===== src/rtl/palette_arbiter.sv =====
// Round-robin arbiter in front of the shared palette lookup, with a two-stage
// pipeline that returns each result tagged with its requester ID.
module palette_arbiter #(
    parameter int unsigned N_REQ           = 4,
    parameter bit          HI_PRIO_0       = 1'b0,
    parameter logic [3:0]  TRANSPARENT_IDX = 4'h0,
    localparam int unsigned IDW            = $clog2(N_REQ)
) (
    input  logic                 clk_i,
    input  logic                 reset_i,
    input  logic [N_REQ-1:0]     req_valid_i,
    input  logic [4*N_REQ-1:0]   req_index_i,
    output logic [N_REQ-1:0]     req_ready_o,
    input  logic                 stall_i,
    output logic [3:0]           pal_index_o,
    input  logic [3:0]           pal_red_i,
    input  logic [3:0]           pal_green_i,
    input  logic [3:0]           pal_blue_i,
    output logic                 rsp_valid_o,
    output logic [IDW-1:0]       rsp_id_o,
    output logic [11:0]          rsp_rgb_o,
    output logic                 rsp_transparent_o
);

    logic [IDW-1:0] rr_ptr_q, rr_ptr_d;
    logic           s1_valid_q, s1_valid_d;
    logic [IDW-1:0] s1_id_q, s1_id_d;
    logic [3:0]     pal_index_q, pal_index_d;
    logic           rsp_valid_q, rsp_valid_d;
    logic [IDW-1:0] rsp_id_q, rsp_id_d;
    logic [11:0]    rsp_rgb_q, rsp_rgb_d;
    logic           rsp_transparent_q, rsp_transparent_d;

    logic           found;
    logic           accept;
    logic [IDW-1:0] winner;
    logic [3:0]     win_index;

    // Search starts one past the last winner so every requester gets a turn.
    always_comb begin
        logic [IDW-1:0] cand;
        found  = 1'b0;
        winner = '0;
        cand   = '0;
        for (int k = 1; k <= int'(N_REQ); k++) begin
            cand = IDW'((int'(rr_ptr_q) + k) % int'(N_REQ));
            if (!found && req_valid_i[cand]) begin
                found  = 1'b1;
                winner = cand;
            end
        end
        if (HI_PRIO_0 && req_valid_i[0]) begin
            found  = 1'b1;
            winner = '0;
        end
    end

    assign accept = found & ~stall_i & ~reset_i;

    always_comb begin
        req_ready_o = '0;
        win_index   = '0;
        for (int i = 0; i < int'(N_REQ); i++) begin
            if (winner == IDW'(i)) begin
                req_ready_o[i] = accept;
                win_index      = req_index_i[4*i +: 4];
            end
        end
    end

    always_comb begin
        rr_ptr_d          = accept ? winner : rr_ptr_q;
        s1_valid_d        = stall_i ? s1_valid_q : accept;
        s1_id_d           = accept ? winner : s1_id_q;
        pal_index_d       = accept ? win_index : pal_index_q;
        rsp_valid_d       = ~stall_i & s1_valid_q;
        rsp_id_d          = rsp_id_q;
        rsp_rgb_d         = rsp_rgb_q;
        rsp_transparent_d = rsp_transparent_q;
        if (!stall_i && s1_valid_q) begin
            rsp_id_d          = s1_id_q;
            rsp_rgb_d         = {pal_red_i, pal_green_i, pal_blue_i};
            rsp_transparent_d = (pal_index_q == TRANSPARENT_IDX);
        end
    end

    always_ff @(posedge clk_i) begin
        if (reset_i) begin
            rr_ptr_q          <= IDW'(N_REQ - 1);
            s1_valid_q        <= 1'b0;
            s1_id_q           <= '0;
            pal_index_q       <= '0;
            rsp_valid_q       <= 1'b0;
            rsp_id_q          <= '0;
            rsp_rgb_q         <= '0;
            rsp_transparent_q <= 1'b0;
        end else begin
            rr_ptr_q          <= rr_ptr_d;
            s1_valid_q        <= s1_valid_d;
            s1_id_q           <= s1_id_d;
            pal_index_q       <= pal_index_d;
            rsp_valid_q       <= rsp_valid_d;
            rsp_id_q          <= rsp_id_d;
            rsp_rgb_q         <= rsp_rgb_d;
            rsp_transparent_q <= rsp_transparent_d;
        end
    end

    assign pal_index_o       = pal_index_q;
    assign rsp_valid_o       = rsp_valid_q;
    assign rsp_id_o          = rsp_id_q;
    assign rsp_rgb_o         = rsp_rgb_q;
    assign rsp_transparent_o = rsp_transparent_q;

endmodule


===== config.mk =====
export PLATFORM = sky130hd
export DESIGN_NAME = palette_arbiter
export DESIGN_NICKNAME = d
export VERILOG_FILES = /design/src/rtl/palette_arbiter.sv
export SDC_FILE = /design/constraint.sdc
export NUM_CORES = 1
export LEC_CHECK = 0
export CAP_MARGIN = 20
export CORE_MARGIN = 1.5
export CORE_UTILIZATION = 43
export CTS_BUF_LIST = sky130_fd_sc_hd__clkbuf_8 sky130_fd_sc_hd__clkbuf_16
export DETAILED_ROUTE_END_ITERATION = 16
export GPL_TIMING_DRIVEN = 1
export PLACE_DENSITY = 0.8
export SYNTH_ARGS = -nofsm -noshare
export SYNTH_HDL_FRONTEND = slang
export SYNTH_SLANG_ARGS = --single-unit

===== constraint.sdc =====
create_clock -name clk_i -period 3.66 [get_ports clk_i]
set_input_delay 0.549 -clock clk_i [delete_from_list [all_inputs] [get_ports clk_i]]
set_output_delay 0.549 -clock clk_i [all_outputs]
set_load 0.005 [all_outputs]

==> results of run 1 <==
## tightest hold or removal path, stage by stage (launching register included)
cell	delay [ns]
dfxtp_1	0.32
nand2_1	0.05
nand2_1	0.04
## power by group through the flow
stage,Sequential (mW),Clock (mW),Combinational [mW]
3_3_place_gp,0.308,0,0.152
4_1_cts,0.303,0.162,0.156
2_1_floorplan,0.305,0,0.0812
6_report,0.303,0.158,0.155
3_5_place_dp,0.309,0,0.155
5_1_grt,0.305,0.173,0.167
## logic make-up after synthesis
| kind of cell | after synthesis | synth area share (%) |
|---|---|---|
| AND/OR/NAND/NOR | 65 | 24.1 |
| AO/OA/AOI/OAI | 38 | 25.5 |
| multiplexers | 6 | 5.97 |
| buffers and inverters | 8 | 3.19 |
| flip-flops | 25 | 41.2 |
## sequential cells by signal (all words and copies together), names as in the netlist
| name | flops |
|---|---|
| pal_index_o | 4 |
| rr_ptr_q | 2 |
| rsp_id_o | 2 |
| rsp_rgb_o | 12 |
| rsp_transparent_o | 1 |
| rsp_valid_o | 1 |
| s1_id_q | 2 |
| s1_valid_q | 1 |
## worst min-delay path by stage
stage,cells after the start,from,slack (ns),to
global placement,2,rsp_rgb_o[0],0.44,rsp_rgb_o[0]
floorplan,2,s1_id_q[1],0.42,s1_id_q[1]
CTS,2,s1_id_q[1],0.46,s1_id_q[1]
finish,2,s1_id_q[1],0.45,s1_id_q[1]
detailed placement,2,s1_id_q[1],0.44,s1_id_q[1]
global route,2,rsp_rgb_o[3],0.48,rsp_rgb_o[3]
## cell type report
class / instances / area share (%)
multi-input cells: 109 / 36.4
repair buffers: 59 / 31.7
flip-flops and latches: 25 / 27.0
clock buffers: 3 / 2.22
well taps: 31 / 2.09
inverters: 2 / 0.404
clock inverters: 1 / 0.270
## synthesized netlist by cell type (2+ instances only)
library cell / instances
nand2_1: 39
dfxtp_1: 25
a21oi_1: 16
nor2_1: 11
mux2i_1: 5
a21o_1: 4
nand3_1: 4
o211ai_1: 4
o21ai_0: 4
clkbuf_1: 3
inv_1: 2
nor2_2: 2
## layer usage
| metal | global-route usage [%] | vias to the layer above | part of all wire [%] |
|---|---|---|---|
| li1 | - | 600 | - |
| met1 | 21.6 | 534 | 41 |
| met2 | 35.6 | 51 | 52 |
| met3 | 3.02 | 3 | 5.9 |
| met4 | 6.80 | 0 | 1.0 |
| met5 | 0 | - | 0 |
## per-stage QoR
| stage | cell area [sq um] | setup WS, ns | util [%] | hold slack (ns) | std cells |
|---|---|---|---|---|---|
| 2_1_floorplan | 1210 | 1.83 | - | 0.423 | 142 |
| 3_3_place_gp | 1810 | 0.690 | 66.8 | 0.442 | 226 |
| 3_5_place_dp | 1810 | 0.637 | 66.8 | 0.443 | 226 |
| 4_1_cts | 1860 | 0.631 | 68.5 | 0.458 | 230 |
| 5_1_grt | 1860 | 0.491 | 68.5 | 0.480 | 230 |
| 6_report | 1860 | 0.613 | 68.5 | 0.455 | 230 |
==> impl_metrics.yaml, run 1 <==
run_status:
  outcome: "finished, final reports clean"
worst_setup_path:
  cp_num_cells: 7
  reg2reg_to: "pal_index_o[1]"
  slowest_stage: "clkdlybuf4s50_1"
  rrSetupSlack_ns: 1.88
  r2r_cells: 5
  cp-startpoint: "req_valid_i[0]"
  crit_arrival_ns: 2.50
  slowest_delay_ns: 0.53
  path_delay_family: "buffers and inverters"
  crit_path_start_kind: "primary input"
  crit_end: "req_ready_o[2]"
  cp.required_ns: 3.11
  crit_chain: "clkdlybuf4s50_1 -> nor2_2 -> o21ai_2 -> nor3_2 -> nand2_1 -> nor2_1 -> clkdlybuf4s50_1"
  critPathMostFrequentCell: "clkdlybuf4s50_1"
  endpoint_kind: "output port"
  r2r-start: "rr_ptr_q[1]"
  critical_path_class: "in2out"
  crit_path_max_fanout: 7
  worst-path-buf-inv: 2
pwr:
  power_density_nw_per_um2: 332
  p_int_uw: 455
  swShare_pct: 26.1
  ir_worst_vdd_mv: 0.223
  p_clk_share_pct: 25.7
  leakagePower_nw: 0.671
  power_switching_uw: 161
  p_total_uw: 616
  p_seq_share_pct: 49.1
  power_frac_comb_pct: 25.2
logic_synthesis:
  yosysWarningCount: 0
  synth_edf_count: 0
  synthesis.instances: 142
  synth.distinct_cells: 35
  synth_seq_cells: 25
  synth_top_area_share_pct: 41.2
  yosysSeqAreaShare_pct: 41.2
  netlist_area_sq_um: 1210
  syn_nets: 177
  yosys.area.top_type: "dfxtp_1"
  synth.area.top_cells: "dfxtp_1 41%, nand2_1 12%, a21oi_1 6.6%"
  avgSynthCellArea_sq_um: 8.56
  synth_ff_type: "dfxtp_1"
  async_reset_ff_share_pct: 0
routing:
  post_drt_wl_per_cell_um: 12.9
  vias: 1188
  ant_nets: 0
  drtIter0Drc: 20
  via_per_inst: 5.17
  drtPass1Iterations: 4
  wirelength_um: 2960
  drc_errors: 0
global_route:
  grt_use_total_pct: 19.1
  grt_pass1_wl_um: 4880
  antenna_found_initial: 0
  grt_overflow: 0
  grt_pass1_vias: 1178
  grt_start_max_net_pins: 22
cells_and_area:
  antenna_cells: 0
  layout-drive-gt1-share_pct: 10.1
  final_cell_mix: "58 x clkdlybuf4s50_1, 39 x nand2_1, 25 x dfxtp_1"
  seqCellArea_sq_um: 500
  final_common_cell: "clkdlybuf4s50_1"
  fin_nets: 235
  multi_input_area_sq_um: 676
  area_delta_synth_final_pct: 52.8
  fillers: 236
clock_tree:
  hold_buffers: 0
  cts_tree: "built"
  clkTransAtPathRegs_ns: 0.08
  cts_setup_buffers: 0
  htreeDepth: 1
  ctsResizeCount: 0
  cts_buffer_depth: 2
  numCtsBuffers: 3
  cts.sinks: 25
  cts_root_buf: "clkbuf_8"
  insertion_delay_ns: 0.27
floorplanning:
  die-area_sq_um: 3150
  die_w_um: 56.2
  initial_core_util_pct: 44.8
  core-area_sq_um: 2710
  num_rows: 19
  num_io_pins: 59
  die_height_um: 56.2
timing:
  report.final.slew_viol_count: 0
  skew_ns: 0.00456
  setup_viol: 0
  slew-limit-headroom_pct: 34.3
  hold_viol_final: 0
  max_freq_mhz: 328
  rsz0062_at_grt: "no"
  layout_min_cycle_time_ns: 3.05
  worst_pin_slew_ns: 0.984
  timing.final.crit_share_pct: 83.3
  final.setup.tns_ns: 0
placement:
  hpwlAfterDp_um: 2350
  port_buffers: 58
  globalplace.congestion: 0.733
worst_hold_path:
  min_path_type: "reg2reg"
run:
  maxCapViolCount: 0
No activity file was read; power rests on OpenSTA's default activity.
==> inputs of run 2 (changes only) <==
--- a/config.mk
+++ b/config.mk
@@ -7,11 +7,11 @@
 export LEC_CHECK = 0
 export CAP_MARGIN = 20
 export CORE_MARGIN = 1.5
-export CORE_UTILIZATION = 43
+export CORE_UTILIZATION = 36
 export CTS_BUF_LIST = sky130_fd_sc_hd__clkbuf_8 sky130_fd_sc_hd__clkbuf_16
 export DETAILED_ROUTE_END_ITERATION = 16
 export GPL_TIMING_DRIVEN = 1
-export PLACE_DENSITY = 0.8
+export PLACE_DENSITY = 0.71
 export SYNTH_ARGS = -nofsm -noshare
 export SYNTH_HDL_FRONTEND = slang
 export SYNTH_SLANG_ARGS = --single-unit
==> constraint.sdc (replaced) <==
create_clock -name clk_i -period 2.8 [get_ports clk_i]
set_input_delay 0.42 -clock clk_i [delete_from_list [all_inputs] [get_ports clk_i]]
set_output_delay 0.42 -clock clk_i [all_outputs]
set_load 0.005 [all_outputs]
==> impl_metrics.yaml, run 2 (synthesized netlist as in run 1, its figures left out) <==
cells_and_area:
  largest_reg_flops: 12
  stdcell_area_sq_um: 1900
  final_cell_mix: "57 x clkdlybuf4s50_1, 39 x nand2_1, 24 x dfxtp_1"
  fin_nets: 238
  antenna_cells: 0
  fillers: 281
  layout-drive-gt1-share_pct: 11.4
  area_delta_synth_final_pct: 56.2
  final_common_cell: "clkdlybuf4s50_1"
floorplanning:
  die-area_sq_um: 3730
  die_height_um: 61.1
  die_w_um: 61.1
  num_io_pins: 59
  initial_core_util_pct: 38.8
  num_rows: 20
  core-area_sq_um: 3130
timing:
  setup_viol: 0
  slew-limit-headroom_pct: 62.6
  fin_hold_ws_ns: 0.451
  rsz0062_at_grt: "no"
  report.final.slew_viol_count: 0
  post-route-worst-setup-slack_ns: 0.162
  hold_viol_final: 0
  final.setup.tns_ns: 0
  max_freq_mhz: 379
  worst_pin_slew_ns: 0.561
  skew_ns: 0.00313
  layout_min_cycle_time_ns: 2.64
  timing.final.crit_share_pct: 94.2
routing:
  drc_errors: 0
  via_per_inst: 4.80
  wirelength_um: 2860
  vias: 1181
  ant_nets: 0
  post_drt_wl_per_cell_um: 11.6
  drtPass1Iterations: 4
  drtIter0Drc: 25
worst_setup_path:
  crit_path_start_kind: "primary input"
  critPathMostFrequentCell: "clkdlybuf4s50_1"
  endpoint_kind: "output port"
  path_delay_family: "buffers and inverters"
  crit_path_max_fanout: 6
  crit_arrival_ns: 2.22
  cp.required_ns: 2.38
  critical_path_class: "in2out"
  crit_chain: "clkdlybuf4s50_1 -> inv_1 -> a211oi_2 -> o311ai_4 -> nor2_1 -> clkdlybuf4s50_1"
  worst-path-buf-inv: 3
  slowest_stage: "clkdlybuf4s50_1"
  slowest_delay_ns: 0.58
global_route:
  grt_pass1_vias: 1077
  grt_use_total_pct: 16.3
  antenna_found_initial: 0
  grt_overflow: 0
  grt_pass1_wl_um: 4620
  grt_start_max_net_pins: 18
placement:
  port_buffers: 58
  globalplace.congestion: 0.730
  pre_cts_slack_ns: 0.122
  hpwlAfterDp_um: 2340
  placed_area_sq_um: 1850
clock_tree:
  cts_tree: "built"
  numCtsBuffers: 3
  cts_root_buf: "clkbuf_8"
  insertion_delay_ns: 0.26
  hold_buffers: 0
  cts_buffer_depth: 2
  clkTransAtPathRegs_ns: 0.08
  htreeDepth: 1
  cts.sinks: 25
pwr:
  p_total_uw: 799
  leakagePower_nw: 0.696
  ir_worst_vdd_mv: 0.372
  power_density_nw_per_um2: 421
run_status:
  outcome: "finished, final reports clean"
run:
  maxCapViolCount: 0
worst_hold_path:
  min_path_type: "reg2reg"
## run 2: cell count changes in the layout (fill, tap and decap cells not counted), sizes merged
| cell | delta |
|---|---|
| clkdlybuf4s50 | -1 |
| dlymetal6s2s | +1 |
| buf | +3 |
| clkinv | -1 |
| inv | +1 |
## run 2: final timing paths
check	from	to	slack, ns	cells after the start
worst min register to register	s1_id_q[1]	s1_id_q[1]	0.45	2
worst max-delay path	req_valid_i[1]	req_ready_o[0]	0.16	6
worst max register to register	rr_ptr_q[1]	pal_index_o[0]	1.23	5
worst min-delay path	s1_id_q[1]	s1_id_q[1]	0.45	2
## run 2: metal layers
layer	vias up	share of wire (%)	global-route usage, %	wire length, um
met1	541	44	20.4	1270
met3	2	4.4	3.78	127
met5	-	0	0	0
li1	608	-	-	-
met4	0	0.94	3.73	27
met2	30	50	28.6	1440
## run 2: report_power, final
group / switching [mW] / leakage [nW] / internal (mW) / total, mW
Combinational: 0.0834 / 0.465 / 0.121 / 0.205
Sequential: 0.0190 / 0.204 / 0.377 / 0.396
Clock: 0.100 / 0.0269 / 0.0977 / 0.198
## run 2: cell type report
| cell class | instances | area (sq um) | area share [%] |
|---|---|---|---|
| clock buffers | 3 | 41.3 | 2.18 |
| inverters | 2 | 7.51 | 0.396 |
| clock inverters | 1 | 3.75 | 0.198 |
| flip-flops and latches | 25 | 502 | 26.4 |
| well taps | 44 | 55.1 | 2.90 |
| multi-input cells | 109 | 676 | 35.6 |
| repair buffers | 62 | 613 | 32.3 |
## run 2: metrics by stage
step | util (%) | std cells
6_report | 60.7 | 246
5_1_grt | 60.7 | 246
4_1_cts | 60.6 | 246
3_5_place_dp | 59.1 | 242
3_3_place_gp | 59.1 | 242
2_1_floorplan | - | 142
## run 2: timing repair
action,in CTS,in global routing
setup endpoints to repair,0,1
setup buffers,0,0
gates resized for setup,0,2
## run 2: tightest hold or removal path, delay by kind of cell, from the launching register on
kind / cells / cell delay, ns
and+or+nand+nor: 2 / 0.09
DFF: 1 / 0.32
==> inputs of run 3 (changes only) <==
--- a/config.mk
+++ b/config.mk
@@ -5,10 +5,10 @@
 export SDC_FILE = /design/constraint.sdc
 export NUM_CORES = 1
 export LEC_CHECK = 0
-export CAP_MARGIN = 20
+export CAP_MARGIN = 0
 export CORE_MARGIN = 1.5
 export CORE_UTILIZATION = 36
-export CTS_BUF_LIST = sky130_fd_sc_hd__clkbuf_8 sky130_fd_sc_hd__clkbuf_16
+export CTS_BUF_LIST = sky130_fd_sc_hd__clkbuf_16
 export DETAILED_ROUTE_END_ITERATION = 16
 export GPL_TIMING_DRIVEN = 1
 export PLACE_DENSITY = 0.71
==> impl_metrics.yaml, run 3 (synthesized netlist as in run 1, its figures left out) <==
run_status:
  outcome: "finished, final reports clean"
floorplanning:
  initial_core_util_pct: 38.8
  num_rows: 20
  die_w_um: 61.1
  die_height_um: 61.1
  core-area_sq_um: 3130
  die-area_sq_um: 3730
  num_io_pins: 59
global_route:
  grt_use_total_pct: 16.5
  grt_pass1_wl_um: 4630
  grt_start_max_net_pins: 18
  antenna_found_initial: 0
  grt_pass1_vias: 1073
  grt_overflow: 0
worst_setup_path:
  crit_path_start_kind: "flip-flop"
  r2r_cells: 5
  rrSetupSlack_ns: 1.07
  crit_arrival_ns: 2.22
  cp.required_ns: 2.38
  critical_path_class: "reg2out"
  r2r-start: "rr_ptr_q[1]"
  endpoint_kind: "output port"
  crit_path_max_fanout: 8
  reg2reg_to: "pal_index_o[0]"
timing:
  timing.final.crit_share_pct: 94.4
  post-route-worst-setup-slack_ns: 0.157
  report.final.slew_viol_count: 0
  hold_viol_final: 0
  slew-limit-headroom_pct: 62.5
  layout_min_cycle_time_ns: 2.64
  setup_viol: 0
  worst_pin_slew_ns: 0.562
  skew_ns: 0.00143
  rsz0062_at_grt: "no"
  final.setup.tns_ns: 0
  max_freq_mhz: 378
clock_tree:
  cts_root_buf: "clkbuf_16"
  cts.sinks: 25
  cts_buffer_depth: 2
  insertion_delay_ns: 0.25
  htreeDepth: 1
  numCtsBuffers: 3
  cts_tree: "built"
  cts_setup_buffers: 0
  clkTransAtPathRegs_ns: 0.06
routing:
  drtIter0Drc: 26
  drtPass1Iterations: 4
  drc_errors: 0
  post_drt_wl_per_cell_um: 11.7
  wirelength_um: 2880
  ant_nets: 0
  vias: 1192
  via_per_inst: 4.85
cells_and_area:
  finalNonFillerCells: 246
  final_common_cell: "clkdlybuf4s50_1"
  area_delta_synth_final_pct: 58.9
  antenna_cells: 0
  fin_nets: 238
  layout-drive-gt1-share_pct: 10.9
  fillers: 275
  largest_reg_flops: 12
  final_cell_mix: "57 x clkdlybuf4s50_1, 39 x nand2_1, 25 x dfxtp_1"
pwr:
  power_density_nw_per_um2: 467
  leakagePower_nw: 0.711
  ir_worst_vdd_mv: 0.343
placement:
  dp_cells: 242
  globalplace.congestion: 0.730
  pre_cts_slack_ns: 0.122
  port_buffers: 58
  hpwlAfterDp_um: 2340
run:
  maxCapViolCount: 0
worst_hold_path:
  worstHoldStart: "s1_id_q[1]"
  hold-path-cell-count: 2
  min_path_type: "reg2reg"
  min_to: "s1_id_q[1]"
## run 3: cell counts in the layout (fill, tap and decap cells not counted)
No cell type changed its count.
## run 3: what timing repair did
item | 4_1_cts | 5_1_grt
hold buffers | 0 | 0
endpoints found under the setup margin | 0 | 1
resized for setup | 0 | 1
## run 3: cell type report
cell class | count | area [sq um] | share of cell area, %
timing repair buffer | 62 | 613 | 31.8
sequential | 25 | 500 | 25.9
tap | 44 | 55.1 | 2.85
clock inverter | 1 | 3.75 | 0.194
clock buffer | 3 | 75.1 | 3.89
inverter | 2 | 7.51 | 0.389
multi-input combinational | 109 | 676 | 35.0
## run 3: how the worst max path moves through the flow
stage	from	endpoint	slack (ns)
floorplan	rr_ptr_q[1]	req_ready_o[0]	1.22
detailed placement	req_valid_i[3]	req_ready_o[3]	0.12
global placement	req_valid_i[3]	req_ready_o[3]	0.17
CTS	req_valid_i[3]	req_ready_o[3]	0.12
finish	rr_ptr_q[1]	req_ready_o[2]	0.16
global route	req_valid_i[1]	req_ready_o[2]	0.01
## run 3: worst max-delay path, stage by stage (launching register included)
cell,delay [ns]
dfxtp_1,0.60
mux2i_4,0.36
a2bb2oi_4,0.27
nand2_4,0.12
nor2_1,0.12
clkdlybuf4s50_1,0.50
## run 3: per-layer routing
metal | vias to the layer above | part of all wire (%) | global-route usage [%]
met1 | 551 | 45 | 20.7
li1 | 608 | - | -
met2 | 31 | 50 | 28.4
met5 | - | 0 | 0
met4 | 0 | 0.66 | 4.66
met3 | 2 | 4.3 | 3.78
## run 3: metrics by stage
step	util (%)	power [mW]	cell area, sq um	hold WS, ns
3_5_place_dp	59.1	0.610	1850	0.446
2_1_floorplan	-	0.505	1210	0.423
6_report	61.7	0.901	1930	0.449
3_3_place_gp	59.1	0.606	1850	0.442
5_1_grt	61.7	0.946	1930	0.477
4_1_cts	61.6	0.914	1930	0.456
## run 3: power by group
group	total (mW)	switching (mW)	internal [mW]
Clock	0.300	0.110	0.190
Sequential	0.396	0.0190	0.377
Combinational	0.205	0.0835	0.121
Total	0.901	0.212	0.689
